===== src/rtl/aduna_seriala_if.sv =====
// Handshake and operand/result bundle for the digit-serial adder/subtractor.
// The master side issues operations; the slave side (the adder) returns results.
interface aduna_seriala_if #(
  parameter int unsigned WIDTH = 8
) ();

  // Request side, sampled by the adder only on an accepting start edge.
  logic             start;
  logic             sub;
  logic [WIDTH-1:0] x;
  logic [WIDTH-1:0] y;

  // Status and the last completed result.
  logic             busy;
  logic             done;
  logic [WIDTH-1:0] s;
  logic             c_out;
  logic             ovf;

  modport master (
    output start, sub, x, y,
    input  busy, done, s, c_out, ovf
  );

  modport slave (
    input  start, sub, x, y,
    output busy, done, s, c_out, ovf
  );

endinterface


===== src/rtl/aduna_seriala.sv =====
// Digit-serial adder/subtractor: adds DIGIT bits per clock, LSB first, over
// WIDTH/DIGIT cycles. Results are published only when an operation completes,
// so s/c_out/ovf always show the last finished operation.
module aduna_seriala #(
  parameter int unsigned WIDTH = 8,
  parameter int unsigned DIGIT = 1
) (
  input logic              clk,
  input logic              rst_n,
  aduna_seriala_if.slave   bus
);

  // Reject illegal configurations at elaboration time.
  if (WIDTH < 2 || WIDTH > 64) begin : g_bad_width
    $error("aduna_seriala: WIDTH must be in 2..64");
  end
  if ((DIGIT == 0) ? 1'b1 : ((WIDTH % DIGIT) != 0)) begin : g_bad_digit
    $error("aduna_seriala: DIGIT must divide WIDTH exactly");
  end

  localparam int unsigned NumCyc = WIDTH / DIGIT;
  // Wide enough to hold NumCyc itself, so the counter never wraps mid-operation.
  localparam int unsigned CntW   = $clog2(NumCyc + 1);

  typedef enum logic [1:0] {
    StIdle,
    StRun,
    StDone
  } state_e;

  state_e           state_q, state_d;
  logic [WIDTH-1:0] a_q, a_d;        // remaining x digits, consumed from bit 0
  logic [WIDTH-1:0] b_q, b_d;        // remaining (possibly inverted) y digits
  logic [WIDTH-1:0] acc_q, acc_d;    // partial sum, filled from the top down
  logic             carry_q, carry_d;
  logic [CntW-1:0]  cnt_q, cnt_d;
  logic [WIDTH-1:0] s_q, s_d;
  logic             c_out_q, c_out_d;
  logic             ovf_q, ovf_d;

  logic [DIGIT:0]   dig_sum;
  logic             msb_cin;
  logic             last_digit;
  logic [WIDTH-1:0] acc_shift;

  // One DIGIT-wide slice of the ripple adder; bit DIGIT is the carry out.
  assign dig_sum = {1'b0, a_q[DIGIT-1:0]} + {1'b0, b_q[DIGIT-1:0]}
                 + {{DIGIT{1'b0}}, carry_q};

  // Carry into the top bit of this digit, recovered from its sum bit.
  assign msb_cin = a_q[DIGIT-1] ^ b_q[DIGIT-1] ^ dig_sum[DIGIT-1];

  assign last_digit = (cnt_q == CntW'(NumCyc - 1));

  // New digit enters at the top; after NumCyc shifts the LSB digit sits at bit 0.
  assign acc_shift = (acc_q >> DIGIT) | (WIDTH'(dig_sum[DIGIT-1:0]) << (WIDTH - DIGIT));

  // Next-state and datapath update; every register holds unless told otherwise.
  always_comb begin
    state_d = state_q;
    a_d     = a_q;
    b_d     = b_q;
    acc_d   = acc_q;
    carry_d = carry_q;
    cnt_d   = cnt_q;
    s_d     = s_q;
    c_out_d = c_out_q;
    ovf_d   = ovf_q;

    case (state_q)
      StIdle, StDone: begin
        if (bus.start) begin
          // Subtraction is x + ~y + 1: invert y and seed the carry with 1.
          a_d     = bus.x;
          b_d     = bus.sub ? ~bus.y : bus.y;
          carry_d = bus.sub;
          acc_d   = '0;
          cnt_d   = '0;
          state_d = StRun;
        end else begin
          state_d = StIdle;
        end
      end

      StRun: begin
        // start is deliberately not looked at here.
        a_d     = a_q >> DIGIT;
        b_d     = b_q >> DIGIT;
        acc_d   = acc_shift;
        carry_d = dig_sum[DIGIT];
        cnt_d   = cnt_q + CntW'(1);
        if (last_digit) begin
          s_d     = acc_shift;
          c_out_d = dig_sum[DIGIT];
          ovf_d   = dig_sum[DIGIT] ^ msb_cin;
          state_d = StDone;
        end
      end

      default: begin
        state_d = StIdle;
      end
    endcase
  end

  // State and datapath registers with asynchronous active-low reset.
  always_ff @(posedge clk or negedge rst_n) begin
    if (!rst_n) begin
      state_q <= StIdle;
      a_q     <= '0;
      b_q     <= '0;
      acc_q   <= '0;
      carry_q <= 1'b0;
      cnt_q   <= '0;
      s_q     <= '0;
      c_out_q <= 1'b0;
      ovf_q   <= 1'b0;
    end else begin
      state_q <= state_d;
      a_q     <= a_d;
      b_q     <= b_d;
      acc_q   <= acc_d;
      carry_q <= carry_d;
      cnt_q   <= cnt_d;
      s_q     <= s_d;
      c_out_q <= c_out_d;
      ovf_q   <= ovf_d;
    end
  end

  // Status is decoded straight from the state so reset clears it without a clock.
  always_comb begin
    bus.busy  = (state_q == StRun);
    bus.done  = (state_q == StDone);
    bus.s     = s_q;
    bus.c_out = c_out_q;
    bus.ovf   = ovf_q;
  end

endmodule


===== src/flat_wrapper.sv =====
// flat-port wrapper written by rule: the top's interface ports become plain ports
module aduna_seriala_flat 
#(
  parameter int unsigned WIDTH = 8,
  parameter int unsigned DIGIT = 1
)
  (clk, rst_n, bus_start, bus_sub, bus_x, bus_y, bus_busy, bus_done, bus_s, bus_c_out, bus_ovf);
  aduna_seriala_if #(.WIDTH(WIDTH)) bus_i ();
  input logic clk;
  input logic rst_n;
  input wire logic [$bits(bus_i.start)-1:0] bus_start;
  input wire logic [$bits(bus_i.sub)-1:0] bus_sub;
  input wire logic [$bits(bus_i.x)-1:0] bus_x;
  input wire logic [$bits(bus_i.y)-1:0] bus_y;
  output wire logic [$bits(bus_i.busy)-1:0] bus_busy;
  output wire logic [$bits(bus_i.done)-1:0] bus_done;
  output wire logic [$bits(bus_i.s)-1:0] bus_s;
  output wire logic [$bits(bus_i.c_out)-1:0] bus_c_out;
  output wire logic [$bits(bus_i.ovf)-1:0] bus_ovf;
  assign bus_i.start = bus_start;
  assign bus_i.sub = bus_sub;
  assign bus_i.x = bus_x;
  assign bus_i.y = bus_y;
  assign bus_busy = bus_i.busy;
  assign bus_done = bus_i.done;
  assign bus_s = bus_i.s;
  assign bus_c_out = bus_i.c_out;
  assign bus_ovf = bus_i.ovf;
  aduna_seriala #(.WIDTH(WIDTH), .DIGIT(DIGIT)) u_core (.clk(clk), .rst_n(rst_n), .bus(bus_i));
endmodule

===== config.mk =====
export PLATFORM = sky130hd
export DESIGN_NAME = aduna_seriala_flat
export DESIGN_NICKNAME = d
export VERILOG_FILES = /design/src/rtl/aduna_seriala_if.sv /design/src/rtl/aduna_seriala.sv /design/src/flat_wrapper.sv
export SDC_FILE = /design/constraint.sdc
export NUM_CORES = 1
export LEC_CHECK = 0
export ABC_AREA = 1
export CORE_ASPECT_RATIO = 2
export CORE_MARGIN = 2
export CORE_UTILIZATION = 46
export DETAILED_ROUTE_END_ITERATION = 10
export GPL_ROUTABILITY_DRIVEN = 0
export MAX_ROUTING_LAYER = met4
export PLACE_DENSITY = 0.74
export REMOVE_ABC_BUFFERS = 1
export SYNTH_ARGS = -nofsm -noshare
export SYNTH_HDL_FRONTEND = slang
export SYNTH_SLANG_ARGS = --single-unit

===== constraint.sdc =====
create_clock -name clk -period 1.5 [get_ports clk]
set_input_delay 0.15 -clock clk [delete_from_list [all_inputs] [get_ports clk]]
set_output_delay 0.15 -clock clk [all_outputs]
set_load 0.01 [all_outputs]

; Yosys cells after proc, flatten, opt, wreduce, memory -nomap -nowiden
; Cells that the tools add are included.
; W data, S select, Z words.
[word_totals]
wordCells = 41
register_bits = 41
in_bits = 20
output_inout_bits = 12
[op_classes]
add_sub_neg = 3
mux = 14
n_eq_ne = 5
bitwise_logic = 5
n_reduce_logical = 5
[op_table]
columns = cell, count
row1 = $pmux W8 S2, 3
row2 = $mux W8, 4
row3 = $not A8 Y8, 1
row4 = $or A7 B8 Y8, 1
row5 = $pmux W4 S2, 1
row6 = $add A4 B1 Y4 const B, 1
row7 = $eq A4 B3 Y1 const B, 1
row8 = $mux W4, 1
row9 = $pmux W2 S2, 1
row10 = $reduce_and A2 Y1, 2
row11 = $xor A1 B1 Y1, 3
row12 = $add A1 B1 Y2, 1
row13 = $add A2 B1 Y2, 1
row14 = $eq A2 B1 Y1 const B, 1
row15 = $eq A2 B2 Y1 const B, 1
row16 = $logic_not A2 Y1, 1
row17 = $mux W1, 2
row18 = $mux W2, 1
row19 = $ne A2 B1 Y1 const B, 1
row20 = $ne A2 B2 Y1 const B, 1
row21 = $pmux W1 S2, 1
row22 = $reduce_bool A2 Y1, 1
row23 = $reduce_or A2 Y1, 1

; Depth between registers and ports, before layout
; Gate-level depths: netlist of the first run.
[depth]
depth_word = 4
mapped_depth = 9
depth_no_buf = 9

; Worst setup path after synthesis of the first run
; Ideal clock, no wire load.
[synth_path]
path_type = reg-to-reg
start = register u_core.b_q[0]
end = register u_core.ovf_q (netlist: u_core.bus.ovf)
period_less_slack_ns = 1.439
required_time_ns = 1.384
slack_ns = 0.061
setup_time_ns = 0.116
n_path_buf = 0
path_stages_with_launch = 10
arrival_time_ns = 1.322
cell_sequence = dfrtp_1 inv_1 fa_1 inv_1 nand2_1 nand2_1 nand2_1 nand2_1 nand2_1 nand2_1
[synth_between]
elab_chain_len = 4
word_cells_on_any_way = 5
classes_between = 2 x add/sub / 3 x bitwise
[synth_rtl]
columns = item, line
row1 = from (decl), aduna_seriala.sv:33  ; logic [WIDTH-1:0] b_q, b_d;
row2 = from (signal assigned), aduna_seriala.sv:111  ; b_q <= '0;
row3 = from (signal assigned), aduna_seriala.sv:121  ; b_q <= b_d;
row4 = $add A1 B1 Y2, aduna_seriala.sv:47  ; assign dig_sum = {1'b0, a_q[DIGIT-1:0]} + {1'b0, b_q[DIGIT-1:0]}
row5 = $add A2 B1 Y2, aduna_seriala.sv:48  ; + {{DIGIT{1'b0}}, carry_q};
row6 = $xor A1 B1 Y1, aduna_seriala.sv:51  ; assign msb_cin = a_q[DIGIT-1] ^ b_q[DIGIT-1] ^ dig_sum[DIGIT-1];
row7 = $xor A1 B1 Y1 *, aduna_seriala.sv:95  ; ovf_d = dig_sum[DIGIT] ^ msb_cin;
row8 = to (signal assigned), aduna_seriala.sv:127  ; ovf_q <= ovf_d;
row9 = to (decl), aduna_seriala.sv:39  ; logic ovf_q, ovf_d;
; Mark *: on every way between the ends. The rest lies on a longest branch, timed or not.
; A chain may end at the register's enable or synchronous reset.

; Worst setup path after layout of the first run
; Same ends and word-level chain as after synthesis.

==> summary.md, run 1 <==
| Metric | Value |
|---|---|
| Status | finished, final reports clean |
| Final net count | 271 |
| First-pass GRT wire length | 5.66 mm |
| Peak supply drop | between 1000 and 1500 uV |
| Final std cells w/o fill | between 300 and 400 |
| Gr ovfl total | 0 |
| Worst Tran Pin Value | roughly 500 ps |
| Top achievable clock speed | 0.675 GHz |
| Share of layout cells above drive strength 1 | 0.104 |
| Endpoints failing hold | 0 |
| CP startpoint kind | flop |
| Cell Pwr Density | 2080 nW/um2 |
| Fin worst setup slack | 18.5 ps |
| Routed WL | about 3.3 mm |
| CP required | between 1500 and 2000 ps |
| Critical path capture point type | flop |
| Setup violators final | 0 |
| Deepest clock path buffer count | 2 |
| Slew margin rel. | 0.659 |
| Most frequently used cell type in the post-synthesis netlist | nand2_1 |
| Avg Inst Size Synth | ~8.6 um2 |
| Synthesized flop and latch total | 40 |
| Top cells by area, synth | dfrtp_1, nand2_1, o21ai_1 |
| Leak | 0.00112 uW |
| Worst Hold Class | in2async |
| Fraction of registers with async set/reset | 1.00 |
| Largest net degree at the start of global routing | 22 |
| Inserted Diodes | 0 |
| Root Buffer | clkbuf_8 |
| Dominant cell type by area after synthesis | dfrtp_1 |
| I/O Pins | 32 |
| Gate count after technology mapping | between 200 and 250 |
| Post-synth top area share | 0.559 |
| Initial antenna violation count | 0 |
| Crit path max fanout | 4 |
| Number of synthesized flops with an enable pin | 0 |
| Die height | between 90 and 100 um |
| Post-synth top cells | nand2_1, dfrtp_1, inv_1 |
| Slew Limit Fails | 0 |
| CTS H-tree lvls | 2 |
| GR Util All Layers | 0.179 |
| Main synth FF type | dfrtp_1 |
| Total number of vias | between 1000 and 1500 |
| Row cnt | 32 |
| DR WL/cell | about 11 um |
| Die Area | 4430 um2 |
| Pre-CTS WS | 4.37 ps |
| Fillers | 352 |
| CTS tree | done |
| Drt first pass iters | 4 |
| Synthesis Warnings | 0 |
| Crit Path Class | reg2reg |
| Clock transition at path regs | ~70 ps |
| Worst-Skew Late Latency | 280 ps |
| Post-DP HPWL | 2.47 mm |
| DRC violations left | 0 |
| Synth Cell Area | ~1800 um2 |
| Vias per cell | about 5 |
| Layout area overhead | 28.8% |
| Post-route ant nets | 0 |
| Core ar. | 3800 um2 |
| Worst path arrival time | roughly 1700 ps |
| Post-synthesis sequential area ratio | 0.559 |
| Final core occ | 0.606 |
| Initial Util | 0.470 |
| DR iter-0 viols | 14 |
| Final Cycle Share | 0.988 |
| Clk sink count | 40 |
| Vias in the first global route | 1350 |
| Period minus WS final | about 1500 ps |
| Dpl cells | 291 |
| Netlist cell types | 21 |
| Width of the die | between 40 and 50 um |
| CTS buffer count | 5 |
| Max-Cap Viols | 0 |
| RSZ-0062 raised after global routing | yes |
| Worst-case clock skew | between 3 and 4 ps |
| IO buf count | 31 |
-- critical path: stages (launching register included) --
cell,delay [ps]
dfrtp_1,380
inv_2,60
fa_1,570
inv_1,80
nand2_1,60
nand2_1,50
nand2_1,50
nand2_1,50
nand2_1,50
nand2_1,40
-- layout by cell type, fill, tap and decap left out, drive strengths merged --
cell,netlist,final
dlygate4sd3,0,1
inv,19,19
clkbuf,0,6
o22ai,7,7
xor2,2,2
clkinv,0,1
nand2,84,84
bufinv,0,1
clkdlybuf4s50,0,28
nor2,8,8
o21ai,16,16
nand3,11,11
a21oi,4,4
xnor2,1,1
ha,1,1
fa,1,1
o211ai,5,5
buf,10,12
dlygate4sd2,0,2
dfrtp,40,40
-- power by group --
group | switching, uW | leakage (uW) | internal (uW) | total (uW)
registers | 242 | 0.000505 | 1550 | 1790
clock network | 349 | 0.0000552 | 493 | 843
logic | 1170 | 0.000561 | 986 | 2160
total | 1760 | 0.00112 | 3030 | 4790
-- registers in the layout (all words and copies together), names as in the netlist --
name and cells:
u_core.acc_q 7, u_core.bus.s 8, u_core.bus.c_out 1, u_core.carry_q 1, u_core.a_q 8, u_core.cnt_q 4, u_core.b_q 8, u_core.state_q 2
u_core.bus.ovf 1
-- logic make-up after synthesis --
kind of cell / count (synthesis) / synth area share
xor gates and xnor gates: 3 / 0.0147
adders and majority gates: 2 / 0.0182
and+or+nand+nor: 103 / 0.229
buffers and inverters: 29 / 0.0769
DFF: 40 / 0.559
AOI/OAI and AO/OA: 32 / 0.101
-- final timing paths --
kind,startpoint,to,slack [ps],cells after the start
min,rst_n,u_core.a_q[0],350,2
max,u_core.b_q[0],u_core.bus.ovf,20,9
min reg2reg,u_core.a_q[7],u_core.a_q[7],480,2
min in group clk,bus_x[7],u_core.a_q[7],400,3
max in group asynchronous,rst_n,u_core.acc_q[1],630,3
max reg2reg,u_core.b_q[0],u_core.bus.ovf,20,9
-- through the flow --
stage          hold slack, ps  total power, uW  TNS [ps]  instance area (um2)
2_1_floorplan            -146             3080      -485                 1730
3_3_place_gp              128             3900         0                 2180
3_5_place_dp              129             3980         0                 2180
4_1_cts                   365             4870         0                 2300
5_1_grt                   402             5220     -77.7                 2300
6_report                  347             4790         0                 2300
-- timing repair --
item                       CTS  global route
hold buffers                 1             0
pin swaps                    1             5
setup endpoints to repair    3             1
hold endpoints to repair    19             0
buffers inserted             1             0
gates resized for setup      3             1
-- routing by layer --
metal | vias to the layer above | global-route usage | share of wire | wire [um]
li1 | 742 | - | - | -
met1 | 707 | 0.198 | 0.40 | 1310
met2 | 29 | 0.301 | 0.56 | 1860
met3 | 4 | 0.0295 | 0.026 | 87
met4 | 0 | 0.0676 | 0.017 | 58
met5 | - | - | 0 | 0
-- area by class of cell --
cell class                 count  area (um2)  share of cell area
clock buffer                   6        72.6              0.0315
multi-input combinational    140         651               0.282
inverter                      19        73.8              0.0320
tap                           51        63.8              0.0277
clock inverter                 2        35.0              0.0152
timing repair buffer          43         408               0.177
sequential                    40        1000               0.434
No activity file was read; power rests on OpenSTA's default activity.
==> run 2: changes to the inputs <==
- CORE_ASPECT_RATIO: 2 -> unset
==> summary.md, run 2 (synthesis gave the netlist of run 1 again) <==
| Metric | Value |
|---|---|
| Status | finished, final reports clean |
| Layout area overhead | 28.7% (about the same) |
| Peak supply drop | 814 uV (-33%) |
| Finished Cell Area | 2300 um2 (about the same) |
| Worst Hold Class | in2async |
| Root Buffer | clkbuf_8 |
| Final core occ | 0.624 (+0.0186) |
| Die Area | 4400 um2 (-0.69%) |
| DRC violations left | 0 (unchanged) |
| CTS tree | done |
| First-pass GRT wire length | 5.88 mm (+3.8%) |
| Worst-Skew Late Latency | 290 ps (about the same) |
| Drt first pass iters | 4 (unchanged) |
| Largest net degree at the start of global routing | 22 (unchanged) |
| Vias in the first global route | 1371 (+1.6%) |
| GR Util All Layers | 0.185 (+0.00602) |
| Worst path arrival time | 1660 ps (about the same) |
| Leak | 0.00112 uW (about the same) |
| Top achievable clock speed | 0.678 GHz (+0.47%) |
| DR iter-0 viols | 53 (+39) |
| Internal power | 2930 uW (-3.3%) |
| Crit-path cells | inv_2 -> fa_1 -> inv_1 -> nand2_1 -> nand2_1 -> nand2_1 -> nand2_1 -> nand2_1 -> nand2_1 |
| Crit Path Class | reg2reg |
| Clock power frac | 0.152 (-0.024) |
| Post-route ant nets | 0 (unchanged) |
| Sequential fraction of design power | 0.384 (+0.010) |
| Final std cells w/o fill | 299 (-0.66%) |
| Final net count | 272 (+0.37%) |
| Width of the die | 66.4 um (+38%) |
| Slew margin rel. | 0.666 (+0.00646) |
| CP required | 1680 ps (about the same) |
| Final Cycle Share | 0.983 (-0.00462) |
| DR WL/cell | 10.9 um (-0.64%) |
| Switching pwr | 1750 uW (-0.41%) |
| Period minus WS final | 1470 ps (-6.93 ps) |
| Initial Util | 0.485 (+0.0147) |
| Initial antenna violation count | 0 (unchanged) |
| Max-Cap Viols | 0 (unchanged) |
| Fillers | 353 (+0.28%) |
| Commonest non-fill, non-tap cell in the layout | nand2_1 |
| Worst-case clock skew | 5.04 ps (+1.77 ps) |
| Fin Hold WS | 363 ps (+15.6 ps) |
| Worst path max stage delay | 560 ps (about the same) |
| Vias per cell | 4.86 (-1.4%) |
| Total number of vias | 1452 (-2.0%) |
| Crit path max fanout | 4 (unchanged) |
| IO buf count | 31 (unchanged) |
| Core ar. | 3690 um2 (-3.0%) |
| Dpl cells | 288 (-1.0%) |
| Worst Tran Pin Value | 502 ps (-8.09 ps) |
| Most frequent cells in the layout | nand2_1, dfrtp_1, clkdlybuf4s50_1, o21ai_1, inv_1 |
| Placed Area | 2190 um2 (+0.40%) |
| Gr ovfl total | 0 (unchanged) |
| RSZ-0062 raised after global routing | yes |
| Routed WL | 3.27 mm (-1.3%) |
| Cell Pwr Density | 2030 nW/um2 (-2.2%) |
| Post-DP HPWL | 2.35 mm (-4.5%) |
| Die height | 66.4 um (-28%) |
| Deepest clock path buffer count | 2 (unchanged) |
| CTS buffer count | 5 (unchanged) |
| Clock transition at path regs | 70 ps (about the same) |
| Setup violators final | 0 (unchanged) |
| Row cnt | 22 (-31%) |
| CP startpoint kind | flop |
| CTS H-tree lvls | 2 (unchanged) |
| Comb pwr share | 0.464 (+0.014) |
| Worst r2r path cells | 9 (unchanged) |
| I/O Pins | 32 (unchanged) |
| Inserted Diodes | 0 (unchanged) |
| Clk sink count | 40 (unchanged) |
| Switch share | 0.374 (+0.00690) |
| Endpoints failing hold | 0 (unchanged) |
| Crit-path most repeated cell | nand2_1 |
| Critical path capture point type | flop |
| Slew Limit Fails | 0 (unchanged) |
| Share of layout cells above drive strength 1 | 0.108 (+0.00357) |
| Worst path slowest cell | fa_1 |
run 2: what timing repair did:
action | CTS | global route
pin swaps | 0 | 5
resized for setup | 2 | 3
gates cloned | 0 | 0
hold buffers | 1 | 0
endpoints found under the hold margin | 20 | 0
buffers inserted | 0 | 2
setup endpoints to repair | 2 | 1
run 2: final timing paths:
check	from	to	slack [ps]
max in group asynchronous	rst_n	u_core.bus.s[6]	660
min in group clk	bus_x[7]	u_core.a_q[7]	400
hold / removal	rst_n	u_core.bus.s[1]	360
hold reg to reg	u_core.a_q[7]	u_core.a_q[7]	480
setup / recovery	u_core.a_q[0]	u_core.bus.ovf	30
setup reg to reg	u_core.a_q[0]	u_core.bus.ovf	30
run 2: cell type report:
class	count	area, um2	share of cell area
Clock buffer	8	90.1	0.0391
Inverter	19	73.8	0.0320
Multi-Input combinational cell	140	651	0.282
Sequential cell	40	1000	0.435
Tap cell	48	60.1	0.0261
Timing Repair Buffer	44	428	0.186
run 2: per-layer routing:
layer,GRT usage,wire [um]
met1,0.226,1520
met2,0.294,1540
met3,0.0562,164
met4,0.0612,48
met5,-,0
run 2: critical path: cells and delay by family, from the launching register on:
| family | cells | cell delay (ps) |
|---|---|---|
| simple gates | 6 | 300 |
| fa+ha+maj | 1 | 560 |
| flops | 1 | 380 |
| buf+inv | 2 | 130 |
run 2: power groups by stage:
| stage | clock network [uW] | registers [uW] | logic, uW |
|---|---|---|---|
| 2_1_floorplan | 0 | 1820 | 1260 |
| 3_3_place_gp | 0 | 1790 | 2110 |
| 3_5_place_dp | 0 | 1810 | 2170 |
| 4_1_cts | 747 | 1790 | 2160 |
| 5_1_grt | 799 | 1850 | 2460 |
| 6_report | 709 | 1800 | 2170 |
run 2: stage by stage:
step                      setup TNS (ps)  power [uW]  setup slack (ps)
after floorplan                     -485        3080             -49.0
after global placement                 0        3900              69.7
after detailed placement               0        3980              23.0
after CTS                              0        4700             0.187
after global routing               -54.2        5110             -54.2
final                                  0        4680              25.4
==> edit 1 (flow settings as in run 1) <==
Take the reset off `s_q` and load it in a clocked block of its own.
--- a/src/rtl/aduna_seriala.sv
+++ b/src/rtl/aduna_seriala.sv
@@ -114,3 +114,2 @@
       cnt_q   <= '0;
-      s_q     <= '0;
       c_out_q <= 1'b0;
@@ -124,3 +123,2 @@
       cnt_q   <= cnt_d;
-      s_q     <= s_d;
       c_out_q <= c_out_d;
@@ -128,2 +126,6 @@
     end
+  end
+
+  always_ff @(posedge clk) begin
+    s_q <= s_d;
   end
Formal check against the unedited RTL: differs if rst_n is asserted again (counterexample within 10 cycles, from zero or initial values and one cycle with rst_n low); with rst_n held inactive, the same outputs for 10 cycles.
==> edit 1 against run 1 <==
  * The flow now finishes with violations (negative setup slack)
  * Sequential cell count stayed put
  * Area after synthesis is 0.14% higher
  * Power is 8.2% lower
  * Cell area is 0.22% higher
  * Worst setup slack worse by 27 ps
  * Routed wire length is 2.5% lower
  * Highest routed layer unchanged
==> edit 1: results (changes against run 1) <==
outcome: "complete, but fails checks"  # was finished clean
pre_cts_slack_ps: 26.4  # was 4.37 ps
critPathMaxFanout: 4  # unchanged
swShare_pct: 38.3  # was 36.8%
numCtsBuffers: 5  # unchanged
grt_pass1_vias: 1328  # was 1350
ys_warn_count: 0  # unchanged
fin_skew_ps: 4.65  # was 3.27 ps
worst_pin_slew_ps: 420  # was 510 ps
synth_edf_count: 8  # was 0
synth-async-reset-ratio_pct: 80.0  # was 100%
first_pass_iters: 4  # unchanged
vias: 1381  # was 1482
drtIter0Drc: 26  # was 14
synth-seq-area-share_pct: 58.1  # was 55.9%
antenna_found_initial: 0  # unchanged
grt_max_degree: 33  # was 22
setup_ws_ps: -9.00  # was 18.5 ps
track_usage_pct: 18.6  # was 17.9%
failed_checks: "negative setup slack"
htreeDepth: 2  # unchanged
peakVddDrop_mv: 1.06  # was 1.22 mV
nets: 259  # was 271
io_buffers: 31  # unchanged
grt_pass1_wl_um: 5790  # was 5660 um
leakagePower_nw: 1.08  # was 1.12 nW
setup_viol: 1  # was 0
synthTopCellsByCount: "nand2_1, dfrtp_1, inv_1, nor2_1, nand3_1"  # was nand2_1, dfrtp_1, inv_1, o21ai_1, nand3_1
post-dp-hpwl_um: 2340  # was 2470 um
fin_tns_setup_ps: -9.00  # was 0 ps
cp.arrival_ps: 1690  # was 1660 ps
antennaDiodeCount: 0  # unchanged
ys_types: 25  # was 21
routed_wl_um: 3230  # was 3320 um
yosys-top-cells-area: "dfrtp_1, nand2_1, edfxtp_1, inv_1, nand3_1"  # was dfrtp_1, nand2_1, o21ai_1, inv_1, nand3_1
drive_gt1_share_pct: 15.1  # was 10.4%
postPlaceCellArea_sq_um: 2160  # was 2180 sq um
n_fill_cell: 340  # was 352
edit 1: final cells by class:
cell class                      instances  area, sq um  area share [%]
Sequential cell                        40         1040            45.1
Tap cell                               51         63.8            2.76
Multi-Input combinational cell        126          634            27.5
Clock inverter                          1         5.00           0.217
Timing Repair Buffer                   44          405            17.6
Clock buffer                            7         76.3            3.30
Inverter                               20         82.6            3.58
edit 1: stage by stage:
step	util, %	cells
2_1_floorplan	-	186
3_3_place_gp	56.8	274
3_5_place_dp	56.8	274
4_1_cts	58.9	282
5_1_grt	60.7	289
6_report	60.7	289
edit 1: cells by family after synthesis:
| family | share of synthesized area (%) |
|---|---|
| buffers and inverters | 7.33 |
| DFF | 58.1 |
| adders and majority gates | 1.82 |
| xor gates and xnor gates | 0.978 |
| AOI/OAI and AO/OA | 7.82 |
| and+or+nand+nor | 24.0 |
edit 1: critical path, stage by stage (launching register included):
cell     delay, ps
dfrtp_1        380
inv_2           70
fa_2           620
inv_2           50
nand2_2         60
nand2_2         50
nand2_1         50
nand2_1         50
nand2_1         50
nand2_1         40
edit 1: worst paths after layout:
check	from	to	slack, ps	cells after the start
worst max-delay path	u_core.a_q[0]	u_core.bus.ovf	-9	9
worst min-delay path	rst_n	u_core.bus.c_out	260	2
worst max register to register	u_core.a_q[0]	u_core.bus.ovf	-9	9
worst min register to register	u_core.acc_q[3]	u_core.bus.s[2]	450	0
max in group asynchronous	rst_n	u_core.state_q[0]	910	2
min in group clk	bus_x[7]	u_core.a_q[7]	410	3
edit 1: timing repair:
action                     CTS  global route
hold buffers                 0             0
pin swaps                    0             6
setup endpoints to repair    2             2
setup buffers                0             7
resized for setup            3             7
edit 1: per-layer routing:
metal  up-vias  GRT usage, %  wire, um
met1       643          21.0      1270
met5         -             -         0
met4         0          10.1       103
met3         6          3.94       101
met2        30          29.2      1760
li1        702             -         -
edit 1: power by group through the flow:
stage / sequential (mW) / clock, mW / combinational (mW)
floorplan: 1.78 / 0 / 1.23
global placement: 1.77 / 0 / 1.79
detailed placement: 1.79 / 0 / 1.84
CTS: 1.77 / 0.686 / 1.84
global route: 1.83 / 0.721 / 2.24
finish: 1.78 / 0.660 / 1.96
==> edit 2 (config.mk and constraints of run 1) <==
Made on the original files. `WIDTH` is set to 8 in 3 places; all go to 16.
--- a/src/rtl/aduna_seriala_if.sv
+++ b/src/rtl/aduna_seriala_if.sv
@@ -3,3 +3,3 @@
 interface aduna_seriala_if #(
-  parameter int unsigned WIDTH = 8
+  parameter int unsigned WIDTH = 16
 ) ();
--- a/src/rtl/aduna_seriala.sv
+++ b/src/rtl/aduna_seriala.sv
@@ -4,3 +4,3 @@
 module aduna_seriala #(
-  parameter int unsigned WIDTH = 8,
+  parameter int unsigned WIDTH = 16,
   parameter int unsigned DIGIT = 1
--- a/src/flat_wrapper.sv
+++ b/src/flat_wrapper.sv
@@ -3,3 +3,3 @@
 #(
-  parameter int unsigned WIDTH = 8,
+  parameter int unsigned WIDTH = 16,
   parameter int unsigned DIGIT = 1
Interface: changed (resized bus_s, bus_x and bus_y); port bits go from 32 to 56. No check against the original RTL was run, so the function may have changed too.
==> edit 2 against run 1 <==
  * The flow now finishes with violations (negative setup slack)
  * Sequential cell count is 33 higher
  * Routed wire length increased by 95%
  * Final cell count is 74% higher
  * Cell area grew 90%
  * Worst setup slack got worse by 79 ps
  * Global-route usage grew 0.87 points
  * Synthesized cell count up 74%
  * Area after synthesis grew 84%
  * Power up 84%
  * Largest cell class unchanged
  * Count of clock-buffer cells in the layout rose by 3
==> edit 2: results (changes against run 1) <==
setup_viol: 18  # was 0
crit_path_max_incr_delay_ps: 350  # was 570 ps
pre_cts_slack_ps: -24.2  # was 4.37 ps
whs_ps: 293  # was 347 ps
critPathSlowestCell: "dfrtp_1"  # was fa_1
clockRootBuffer: "clkbuf_16"  # was clkbuf_8
setup_ws_ps: -60.5  # was 18.5 ps
r2r_start: "u_core.cnt_q[1]"  # was u_core.b_q[0]
io_buffers: 55  # was 31
via_per_inst: 4.89  # was 4.92
outcome: "complete, but fails checks"  # was finished clean
fin_skew_ps: 6.31  # was 3.27 ps
track_usage_pct: 18.8  # was 17.9%
synth-seq-area-share_pct: 55.4  # was 55.9%
synth-async-reset-ratio_pct: 100  # unchanged
grt_pass1_vias: 2570  # was 1350
synthTopCellsByCount: "nand2_1, dfrtp_1, nand3_1, inv_1, o21ai_2"  # was nand2_1, dfrtp_1, inv_1, o21ai_1, nand3_1
ys_types: 23  # was 21
drive_gt1_share_pct: 15.7  # was 10.4%
clock_latency_ps: 340  # was 280 ps
grt_max_degree: 35  # was 22
drtIter0Drc: 116  # was 14
hold_path_class: "input pin to asynchronous set/reset pin"  # unchanged
wire_per_inst_um: 12.3  # was 11.0 um
antenna_found_initial: 0  # unchanged
peakVddDrop_mv: 1.07  # was 1.22 mV
critPathMaxFanout: 13  # was 4
r2r_cells: 10  # was 9
failed_checks: "negative setup slack"
n_fill_cell: 562  # was 352
leakagePower_nw: 2.07  # was 1.12 nW
first_pass_iters: 4  # unchanged
post-dp-hpwl_um: 4430  # was 2470 um
nets: 468  # was 271
cp.arrival_ps: 1780  # was 1660 ps
yosys-top-cells-area: "dfrtp_1, nand2_1, nand3_1, o21ai_2, inv_1"  # was dfrtp_1, nand2_1, o21ai_1, inv_1, nand3_1
htreeDepth: 3  # was 2
r2r-end: "u_core.bus.s[15]"  # was u_core.bus.ovf
grt_pass1_wl_um: 11100  # was 5660 um
worst_pin_slew_ps: 529  # was 510 ps
numCtsBuffers: 9  # was 5
[edit 2: cell count changes after synthesis, moves of 2 or more]
cell      change
o22ai_1       +8
a21oi_1       -2
xor2_1        +6
nand3_1      +26
o211ai_1      -3
dfrtp_1      +33
inv_1        +10
o21ai_2      +17
nand2_1      +53
nand2_2       +2
o21ai_1      -14
buf_6         +7
or2_2         +6
[edit 2: how the worst max path moves through the flow]
| stage | from | to | slack, ps | cells after the start |
|---|---|---|---|---|
| global route | u_core.cnt_q[0] | u_core.bus.s[11] | -180 | 10 |
| detailed placement | u_core.cnt_q[1] | u_core.bus.s[1] | -20 | 10 |
| floorplan | u_core.cnt_q[0] | u_core.bus.c_out | -210 | 9 |
| CTS | u_core.cnt_q[1] | u_core.bus.s[12] | -7 | 10 |
| global placement | u_core.cnt_q[0] | u_core.bus.s[3] | 30 | 10 |
| finish | u_core.cnt_q[1] | u_core.bus.s[15] | -60 | 10 |
[edit 2: logic make-up (layout without fill, tap and decap cells)]
family | after synthesis | count (layout) | synth area share (%)
fa+ha+maj | 3 | 3 | 1.37
buf+inv | 47 | 118 | 7.78
xor+xnor | 9 | 9 | 2.39
compound gates | 40 | 40 | 8.96
flops | 73 | 73 | 55.4
simple gates | 191 | 191 | 24.1
[edit 2: layout make-up]
| class | count | share of cell area, % |
|---|---|---|
| Inverter | 29 | 2.61 |
| Clock inverter | 7 | 2.18 |
| Sequential cell | 73 | 41.8 |
| Clock buffer | 9 | 5.15 |
| Timing Repair Buffer | 73 | 17.8 |
| Tap cell | 90 | 2.58 |
| Multi-Input combinational cell | 243 | 27.9 |
[edit 2: report_power, final]
| group | leakage, nW | switching, mW | internal, mW |
|---|---|---|---|
| logic | 1.01 | 1.85 | 1.53 |
| registers | 0.916 | 0.392 | 2.80 |
| clock network | 0.144 | 0.802 | 1.45 |
| total | 2.07 | 3.04 | 5.78 |
[edit 2: metrics by stage]
step                setup TNS (ps)  cell area (sq um)  util (%)  instances  power (mW)
floorplan                    -3840               3150         -        345        5.20
global placement                 0               4000      57.6        505        6.42
detailed placement            -248               4000      57.6        505        6.58
CTS                          -18.4               4360      62.9        524        8.90
global route                 -2970               4370      63.0        524        9.47
finish                        -861               4370      63.0        524        8.82
[edit 2: layer usage]
layer | track usage, % | vias to the layer above | wire length (um)
li1 | - | 1282 | -
met2 | 32.2 | 54 | 3500
met1 | 20.0 | 1216 | 2570
met3 | 4.61 | 8 | 212
met4 | 9.24 | 0 | 184
met5 | - | - | 0
[edit 2: what timing repair did]
| item | 4_1_cts | 5_1_grt |
|---|---|---|
| gates resized for setup | 5 | 3 |
| endpoints found under the hold margin | 30 | 0 |
| hold buffers | 1 | 0 |
| setup buffers | 1 | 0 |
| cloned | 1 | 0 |
| pin swaps | 1 | 0 |
| endpoints found under the setup margin | 19 | 19 |
